### src/rtl/sb_pkg.sv
// Shared types and helpers for the byte-granular store buffer.
// Entry widths follow SB_ADDR_W/SB_DATA_W; keep them equal to the top-level ADDR_W/DATA_W.
package sb_pkg;

  localparam int SB_ADDR_W = 32;
  localparam int SB_DATA_W = 32;
  localparam int BE_W      = SB_DATA_W / 8;
  localparam int OFS_W     = $clog2(BE_W);
  localparam int WADDR_W   = SB_ADDR_W - OFS_W;

  typedef struct packed {
    logic                 valid;
    logic [WADDR_W-1:0]   waddr;
    logic [SB_DATA_W-1:0] data;
    logic [BE_W-1:0]      be;
  } sb_entry_t;

  function automatic logic [WADDR_W-1:0] word_addr(input logic [SB_ADDR_W-1:0] addr);
    return WADDR_W'(addr >> OFS_W);
  endfunction

endpackage

### src/rtl/sb_fwd_sel.sv
// Combinational store-to-load forwarding: per byte lane, the youngest matching
// entry (searching tail-1 back to head) supplies the byte.
module sb_fwd_sel
  import sb_pkg::*;
#(
  parameter int DEPTH = 4
) (
  input  sb_entry_t                    i_entries [DEPTH],
  input  logic [$clog2(DEPTH)-1:0]     i_head,
  input  logic [$clog2(DEPTH)-1:0]     i_tail,
  input  logic [SB_ADDR_W-1:0]         i_ld_addr,
  input  logic [BE_W-1:0]              i_ld_be,
  output logic [SB_DATA_W-1:0]         o_ld_data,
  output logic [BE_W-1:0]              o_cov
);

  localparam int PTR_W = $clog2(DEPTH);

  logic [WADDR_W-1:0] w_ld_waddr;
  logic [PTR_W-1:0]   w_idx;
  logic               w_found;
  logic               w_stop;

  assign w_ld_waddr = word_addr(i_ld_addr);

  // The first hit while walking backwards from tail-1 is the youngest store for that lane.
  always_comb begin
    o_ld_data = '0;
    o_cov     = '0;
    w_idx     = '0;
    w_found   = 1'b0;
    w_stop    = 1'b0;
    for (int lane = 0; lane < BE_W; lane++) begin
      w_found = 1'b0;
      w_stop  = 1'b0;
      for (int k = 0; k < DEPTH; k++) begin
        w_idx = i_tail - PTR_W'(k + 1);
        if (!w_stop && !w_found && i_entries[w_idx].valid &&
            (i_entries[w_idx].waddr == w_ld_waddr) && i_entries[w_idx].be[lane]) begin
          w_found     = 1'b1;
          o_cov[lane] = i_ld_be[lane];
          if (i_ld_be[lane]) begin
            o_ld_data[8*lane +: 8] = i_entries[w_idx].data[8*lane +: 8];
          end
        end
        if (w_idx == i_head) begin
          w_stop = 1'b1;
        end
      end
    end
  end

endmodule

### src/rtl/store_buffer_ctrl.sv
// Byte-granular store buffer between MEM and the D-cache FSM: in-order drain plus load forwarding.
// Optional macro SB_COALESCE_EN merges a store into the youngest entry when the word address matches.
module store_buffer_ctrl
  import sb_pkg::*;
#(
  parameter int DEPTH  = 4,
  parameter int ADDR_W = SB_ADDR_W,
  parameter int DATA_W = SB_DATA_W
) (
  input  logic                     clock,
  input  logic                     reset,
  input  logic                     enq_valid,
  output logic                     enq_ready,
  input  logic [ADDR_W-1:0]        enq_addr,
  input  logic [DATA_W-1:0]        enq_data,
  input  logic [DATA_W/8-1:0]      enq_be,
  output logic                     deq_valid,
  input  logic                     deq_ready,
  output logic [ADDR_W-1:0]        deq_addr,
  output logic [DATA_W-1:0]        deq_data,
  output logic [DATA_W/8-1:0]      deq_be,
  input  logic [ADDR_W-1:0]        ld_addr,
  input  logic [DATA_W/8-1:0]      ld_be,
  output logic [DATA_W-1:0]        ld_data,
  output logic                     ld_hit,
  output logic                     ld_partial,
  input  logic                     flush,
  output logic                     drained,
  output logic [$clog2(DEPTH):0]   count,
  output logic                     full
);

  localparam int PTR_W = $clog2(DEPTH);
  localparam int CNT_W = PTR_W + 1;

  sb_entry_t        r_entries [DEPTH];
  logic [PTR_W-1:0] r_head;
  logic [PTR_W-1:0] r_tail;
  logic [CNT_W-1:0] r_count;

  logic [PTR_W-1:0] w_tail_m1;
  sb_entry_t        w_head_e;
  sb_entry_t        w_last_e;
  logic             w_full;
  logic             w_deq_fire;
  logic             w_enq_fire;
  logic             w_be_nz;
  logic             w_coal_hit;
  logic             w_alloc;
  logic             w_merge;
  logic [BE_W-1:0]  w_cov;

  assign w_tail_m1  = r_tail - PTR_W'(1);
  assign w_head_e   = r_entries[r_head];
  assign w_last_e   = r_entries[w_tail_m1];
  assign w_full     = (r_count == CNT_W'(DEPTH));
  assign w_be_nz    = (enq_be != '0);

  assign deq_valid  = w_head_e.valid;
  assign deq_addr   = {w_head_e.waddr, {OFS_W{1'b0}}};
  assign deq_data   = w_head_e.data;
  assign deq_be     = w_head_e.be;
  assign w_deq_fire = deq_valid && deq_ready;

`ifdef SB_COALESCE_EN
  // Merging into the head while it is leaving would lose the new bytes, so allocate instead.
  assign w_coal_hit = w_last_e.valid && (w_last_e.waddr == word_addr(enq_addr)) &&
                      !((w_tail_m1 == r_head) && w_deq_fire);
  assign enq_ready  = !flush && (!w_full || w_coal_hit);
`else
  assign w_coal_hit = 1'b0;
  assign enq_ready  = !w_full && !flush;
`endif

  assign w_enq_fire = enq_valid && enq_ready;
  assign w_alloc    = w_enq_fire && w_be_nz && !w_coal_hit;
  assign w_merge    = w_enq_fire && w_be_nz && w_coal_hit;

  assign count      = r_count;
  assign full       = w_full;
  assign drained    = (r_count == '0);

  // Head and tail never collide on a write: alloc needs a free slot, merge skips a leaving head.
  always_ff @(posedge clock) begin
    if (reset) begin
      r_head  <= '0;
      r_tail  <= '0;
      r_count <= '0;
      for (int k = 0; k < DEPTH; k++) begin
        r_entries[k].valid <= 1'b0;
      end
    end else begin
      if (w_deq_fire) begin
        r_entries[r_head].valid <= 1'b0;
        r_head <= r_head + PTR_W'(1);
      end
      if (w_alloc) begin
        r_entries[r_tail] <= '{valid: 1'b1, waddr: word_addr(enq_addr), data: enq_data, be: enq_be};
        r_tail <= r_tail + PTR_W'(1);
      end
      if (w_merge) begin
        r_entries[w_tail_m1].be <= w_last_e.be | enq_be;
        for (int i = 0; i < BE_W; i++) begin
          if (enq_be[i]) begin
            r_entries[w_tail_m1].data[8*i +: 8] <= enq_data[8*i +: 8];
          end
        end
      end
      if (w_alloc && !w_deq_fire) begin
        r_count <= r_count + CNT_W'(1);
      end else if (!w_alloc && w_deq_fire) begin
        r_count <= r_count - CNT_W'(1);
      end
    end
  end

  sb_fwd_sel #(.DEPTH(DEPTH)) u_fwd_sel (
    .i_entries (r_entries),
    .i_head    (r_head),
    .i_tail    (r_tail),
    .i_ld_addr (ld_addr),
    .i_ld_be   (ld_be),
    .o_ld_data (ld_data),
    .o_cov     (w_cov)
  );

  assign ld_hit     = (w_cov == ld_be) && (ld_be != '0);
  assign ld_partial = (w_cov != '0) && (w_cov != ld_be);

endmodule

### config.mk
export PLATFORM = sky130hd
export DESIGN_NAME = store_buffer_ctrl
export DESIGN_NICKNAME = d
export VERILOG_FILES = /design/src/rtl/sb_pkg.sv /design/src/rtl/sb_fwd_sel.sv /design/src/rtl/store_buffer_ctrl.sv
export SDC_FILE = /design/constraint.sdc
export NUM_CORES = 1
export LEC_CHECK = 0
export CAP_MARGIN = 25
export CORE_MARGIN = 1.5
export CORE_UTILIZATION = 30
export DETAILED_ROUTE_END_ITERATION = 7
export DONT_BUFFER_PORTS = 1
export PLACE_DENSITY = 0.43
export SETUP_SLACK_MARGIN = 0.4
export SLEW_MARGIN = 25
export SYNTH_ARGS = -nofsm -noshare
export SYNTH_HDL_FRONTEND = slang
export SYNTH_SLANG_ARGS = --single-unit
### constraint.sdc
create_clock -name clock -period 7.4 [get_ports clock]
set_clock_uncertainty 0.05 [all_clocks]
set_input_delay 0.74 -clock clock [delete_from_list [all_inputs] [get_ports clock]]
set_output_delay 0.74 -clock clock [all_outputs]
set_load 0.03 [all_outputs]
Yosys cells after proc, flatten, opt, wreduce, memory -nomap -nowiden
Index checks and enable logic that the tools add are counted.
Operators by class
  $add $sub $neg: 7
  $lt $le $gt $ge: 7
  reduce and logical (&&, ||, !) cells: 87
  multiplexer cells: 89
  bitwise operators: 5
  equal/unequal tests: 10
Operators with widths (number)
  two-way mux 268 bit: 3
  two-way mux 67 bit: 12
  binary-select mux 67 bit (select 2 bit): 5
  bitwise mux 268 bit: 2
  demux 67 bit (select 2 bit): 2
  two-way mux 8 bit: 32
  equality test 30 bit: 4
  logical AND 1 bit: 63
  two-way mux 1 bit: 31
  zero test 1 bit: 19
  >= comparator 3 bit, second input constant: 5
  inverter 2 -> 3 bit: 5
  nonzero test 4 bit: 3
  equality test 2 bit: 3
  less-than comparator 3 x 1 -> 1 bit, second input constant: 2
  two-way mux 3 bit: 2
  adder 2 x 1 -> 2 bit, second input constant: 2
  equality test 4 bit: 1
  inequality test 4 bit: 1
  subtractor 2 bit, second input constant: 2
  adder 3 x 1 -> 3 bit, second input constant: 1
  equality test 3 bit, second input constant: 1
  zero test 3 bit: 1
  subtractor 3 x 1 -> 3 bit, second input constant: 1
  2 further kinds: 2
Word-level totals
  output and inout port bits: 109
  register bits after elaboration: 275

Longest topological paths before layout
  word-level depth: 29
  depth in mapped cells: 21
  gate-level depth less buffers: 12

Cells and area by module
Synthesis repeated with hierarchy kept, for this count alone.
Second synthesis, totals
  cells, all modules: 1935
  area total of the unflattened synthesis: 21710.8 um^2
By module, submodules not included
  store_buffer_ctrl: times used 1, area an instance 12299.3 um^2, cells an instance 744
  sb_fwd_sel: times used 1, area an instance 9411.5 um^2, cells an instance 1191

Worst setup path after synthesis
OpenSTA, ideal clock, no wires.
  path type: flip-flop to flip-flop
  start: register, netlist name count[0]
  end: register r_entries[100] (netlist name), enable pin
  setup time: 0.499 ns
  stages on the path, launching flop included: 6
  path slack: 1.952 ns
  data required time: 6.851 ns
  buffers on the path: 1
  arrival: 4.898 ns
  path through: dfxtp_1 nor3b_1 nor3_1 clkbuf_1 and2_1 nor2b_1
RTL lines
  end signal, assigned by index: RTL line store_buffer_ctrl.sv:98  | r_entries[r_tail] <= '{valid: 1'b1, waddr: word_addr(enq_addr), data: enq_data, be: enq_be};
  end, declared: RTL line store_buffer_ctrl.sv:36  | sb_entry_t r_entries [DEPTH];

Worst setup path after layout
  start: register r_tail[1]
  end: output port ld_data[0]
Between the ends
  word-level cells in the longest chain between the ends: 27
  elaborated cells between the ends (all ways): 60
  classes of those cells: add/sub (3); eq/ne (7); mux (26); bitwise (4); reduce/logical (20)
RTL lines
  start, declared: RTL line store_buffer_ctrl.sv:38  | logic [PTR_W-1:0] r_tail;
  start signal, assigned: RTL line store_buffer_ctrl.sv:99  | r_tail <= r_tail + PTR_W'(1);
  subtractor 2 x 1 -> 2 bit: RTL line sb_fwd_sel.sv:37  | w_idx = i_tail - PTR_W'(k + 1);
  inverter 2 -> 3 bit (implied by the code): RTL line sb_fwd_sel.sv:38, sb_fwd_sel.sv:39, sb_fwd_sel.sv:43
  binary-select mux 67 bit (select 2 bit): RTL line sb_fwd_sel.sv:38, sb_fwd_sel.sv:39, sb_fwd_sel.sv:43
  two-way mux 67 bit (implied by the code): RTL line sb_fwd_sel.sv:39  | (i_entries[w_idx].waddr == w_ld_waddr) && i_entries[w_idx].be[lane]) begin
  two-way mux 67 bit (implied by the code): RTL line sb_fwd_sel.sv:43  | o_ld_data[8*lane +: 8] = i_entries[w_idx].data[8*lane +: 8];
  equality test 30 bit: RTL line sb_fwd_sel.sv:39
  logical AND 1 bit: RTL line sb_fwd_sel.sv:38  | if (!w_stop && !w_found && i_entries[w_idx].valid &&
  logical AND 1 bit: RTL line sb_fwd_sel.sv:39
  (+7 left out)
  zero test 1 bit: RTL line sb_fwd_sel.sv:38
  logical AND 1 bit (3 in a row): RTL line sb_fwd_sel.sv:38
  logical AND 1 bit: RTL line sb_fwd_sel.sv:39
  two-way mux 1 bit: RTL line sb_fwd_sel.sv:38
  zero test 1 bit: RTL line sb_fwd_sel.sv:38
  logical AND 1 bit (3 in a row): RTL line sb_fwd_sel.sv:38
  logical AND 1 bit: RTL line sb_fwd_sel.sv:39
  two-way mux 8 bit (*): RTL line sb_fwd_sel.sv:38
  end, declared: RTL line store_buffer_ctrl.sv:24  | output logic [DATA_W-1:0] ld_data,
Mark *: on every way between the ends. The rest lies on a longest branch, timed or not. The select of a mux whose other input is x is not followed.

==> impl_metrics.csv <==
group,metric,value,unit
run_status,status,"complete, no violations",
sta,worst_slew_pin_slew,1030,ps
setup_path,critPathLaunchType,"flop",
setup_path,criticalPathCategory,"flop to output pin",
cts,clk_latency,560,ps
global_routing,grt_pass1_wl,108000,um
logic_synthesis,synth_area_leaders,"edfxtp_1 (37%), mux4_2 (32%), and3_1 (7.8%), xnor2_1 (4.2%), mux2i_1 (2.3%)",
place,io_buffers,0,
cells_and_area,nets,1620,
logic_synthesis,synthFlopType,"edfxtp_1",
cts,cts_hold_buf,0,
logic_synthesis,yosysTopAreaCellShare,0.367,
cells_and_area,syn_to_final_growth,9.49,%
place,hpwlAfterDp,47400,um
detailed_routing,drt-total-wl,74200,um
logic_synthesis,synth_edf_count,264,
sta,fin_setup_tns,0,ps
sta,slew_headroom,0.314,
setup_path,worstReg2RegStart,"r_head[0]",
place,place_ws,1400,ps
cts,post_cts_buffers,0,
cts,cts_tree,"done",
logic_synthesis,synth_top_family_by_area,"multiplexers",
sta,drv_slew,0,
sta,hold_viol,0,
floorplanning,die_area,73500,um2
detailed_routing,wire_per_inst,29.9,um
cts,post_cts_resized,0,
logic_synthesis,yosysSeqAreaShare,0.378,
setup_path,cpPeakStageDelay,710,ps
power,p_leak,0.00791,uW
logic_synthesis,synth-adder-area-share,0.00615,
logic_synthesis,async_reset_ff_frac,0,
sta,whs,194,ps
cts,path_clk_slew,60,ps
sta,post-route-period-util,0.887,
cells_and_area,fin_area,23600,um2
logic_synthesis,synth_compound_area_frac,0.0399,
logic_synthesis,synthCells,1592,
detailed_routing,vias_per_cell,5.97,
global_routing,grt.total_usage,0.199,
hold_path,holdCritPathClass,"input pin to flop",
global_routing,antenna_found_initial,0,
setup_path,cp_slowest_cell,"ha_4",
global_routing,grt_start_max_net_pins,109,
setup_path,crit_chain,"inv_1 -> ha_4 -> buf_4 -> mux2i_1 -> xor2_1 -> nand4_1 -> a21oi_1 -> or4bb_1 -> o31ai_1 -> nand2b_1 -> o22ai_1 -> a221o_1",
cts,clk_path_buf_depth,3,
floorplanning,fp.dieW,271,um
setup_path,crit_arrival,5780,ps
logic_synthesis,yosysWarnings,0,
sta,setup_viol_count_final,0,
cells_and_area,fillCellCount,6995,
place,routabilityCongestion,0.849,
cells_and_area,drive_gt1_frac,0.289,
cells_and_area,fin_util,0.331,
cts,clock-sinks,275,
power,vdd_drop_max,0.135,mV
sta,fmax,152,MHz
floorplanning,die_y,271,um
logic_synthesis,netlist_area,21600,um2
setup_path,crit_required,6610,ps
detailed_routing,drt_iter0_markers,1251,
cells_and_area,regArea,8160,um2
cts,cts_made_buffers,37,
setup_path,r2r_setup_slack,3250,ps
logic_synthesis,yosysTopAreaCell,"edfxtp_1",
logic_synthesis,yosysUniqueCellTypes,70,
floorplanning,initial_utilization,0.302,
sta,min_period,6570,ps
setup_path,worstPathMaxFanout,35,
global_routing,grt_pass1_vias,14700,
job,maxCapViolCount,0,
floorplanning,rows,98,
detailed_routing,vias,14800,
setup_path,end_kind,"output pin",
power,powerDensity,200,nW/um2
logic_synthesis,synth-xor-area-share,0.0524,
place,place_area,22400,um2
logic_synthesis,synthMuxAreaShare,0.348,
logic_synthesis,synth-seq-cells,275,
cts,htreeDepth,2,
setup_path,cp-startpoint,"r_tail[1]",
setup_path,ff2ff_path_depth,10,
setup_path,endpoint,"ld_data[0]",
hold_path,min_from,"reset",
cts,cts_root_buf,"clkbuf_16",
floorplanning,core_area,71400,um2
cells_and_area,multi_input_area,12400,um2
setup_path,rr_endpoint,"count[2]",
detailed_routing,drtAntennaViolNets,0,
sta,rsz0062_at_grt,"no",
logic_synthesis,synthSimpleGateAreaFrac,0.124,
global_routing,grt.overflow.total,0,
sta,fin_ws,834,ps
detailed_routing,route.detailed.drc,0,
detailed_routing,drt-pass1-iter-count,6,
floorplanning,io_pins,218,
logic_synthesis,syn_avg_cell_area,13.6,um2
[worst min path at each step]
stage / to / slack, ps / cells after the start
6_report: count[2] / 190 / 1
2_1_floorplan: r_entries[267] / 470 / 2
4_1_cts: r_tail[1] / 150 / 1
5_1_grt: r_tail[0] / 160 / 1
3_5_place_dp: r_entries[267] / 520 / 2
3_3_place_gp: r_entries[267] / 510 / 2
[layer usage]
metal	vias up	share of wire	routed length, um	GRT usage
met1	7951	0.42	30900	0.260
met4	0	0.027	2030	0.0556
met2	470	0.49	36100	0.329
met3	104	0.069	5140	0.0481
met5	-	0	0	0
li1	6288	-	-	-
[where the power goes]
part	switching, uW	leakage [uW]	internal [uW]
combinational	588	0.00489	475
clock	749	0.000600	1120
sequential	60.9	0.00243	1730
[kinds of logic (layout without fill, tap and decap cells)]
family | count (synthesis) | count (layout)
other | 1 | 4
buffers and inverters | 248 | 184
AOI/OAI and AO/OA | 115 | 115
muxes | 367 | 367
DFF | 275 | 275
xor gates and xnor gates | 129 | 129
and+or+nand+nor | 447 | 447
adders and majority gates | 10 | 10
[through the flow]
stage                     power [uW]  std cells
after global placement          2870       2412
after floorplan                 2660       1593
final                           4720       2481
after CTS                       4770       2479
after global routing            4900       2479
after detailed placement        2890       2412
[flip-flops by register name, indices dropped and copies added, names as in the netlist]
| register | cells |
|---|---|
| r_head | 2 |
| r_entries | 268 |
| count | 3 |
| r_tail | 2 |
[synth_stat cells (all sizes together), types with 5 or more instances]
library cell    n
inv            74
mux2           11
edfxtp        264
a21oi          14
o22ai          22
a221o          14
mux4          306
nand2          32
mux2i          50
xnor2         104
nand2b          8
nor2           32
and3          268
nand4          25
nor4            8
buf            70
nor3           13
dfxtp          11
nand3          14
xor2           25
ha              9
o21ai           7
and2            8
nor2b          12
o221ai         10
nor3b           5
a22oi          12
clkbuf        104
o2bb2ai         5
[layout make-up]
cell class	count	share of cell area
antenna	2	0.000212
clock buffer	42	0.0409
clock inverter	25	0.0118
inverter	74	0.0118
multi-input combinational	1070	0.525
sequential	275	0.346
tap	950	0.0503
timing repair buffer	43	0.0150
[worst max-delay path: cells and delay by family, from the launching register on]
kind | cells | cell delay [ps]
buffers and inverters | 2 | 600
AOI/OAI and AO/OA | 4 | 1530
adders and majority gates | 1 | 710
and+or+nand+nor | 3 | 1260
DFF | 1 | 620
xor gates and xnor gates | 1 | 200
muxes | 1 | 260
[cell usage in the layout (no fill, tap or decap), types with 4 or more instances in the layout]
master      instances
a22oi_1            12
o2bb2ai_1           5
clkbuf_1            4
clkinvlp_4          5
or3_1               4
nor3b_1             4
and3_1            268
nor2b_1             6
nor2_1             32
ha_1                5
buf_4              39
o221ai_1           10
nor4_1              8
a221o_1            14
mux4_2            306
xor2_1             25
clkbuf_16          38
xnor2_1           104
nand3_1            14
nor3_1             10
nor2b_4             4
nand2_1            32
mux2_2              8
o22ai_1            22
a21oi_1            14
edfxtp_1          264
nand2b_1            8
inv_1              74
nand4_1            25
o32ai_1             4
dfxtp_1             7
clkinv_2            9
bufinv_16           5
o21ai_0             6
a211oi_1            4
dfxtp_4             4
a31oi_1             4
or4_1               4
mux2i_1            50
and2_1              8
Power figures use the tool's default switching activity.
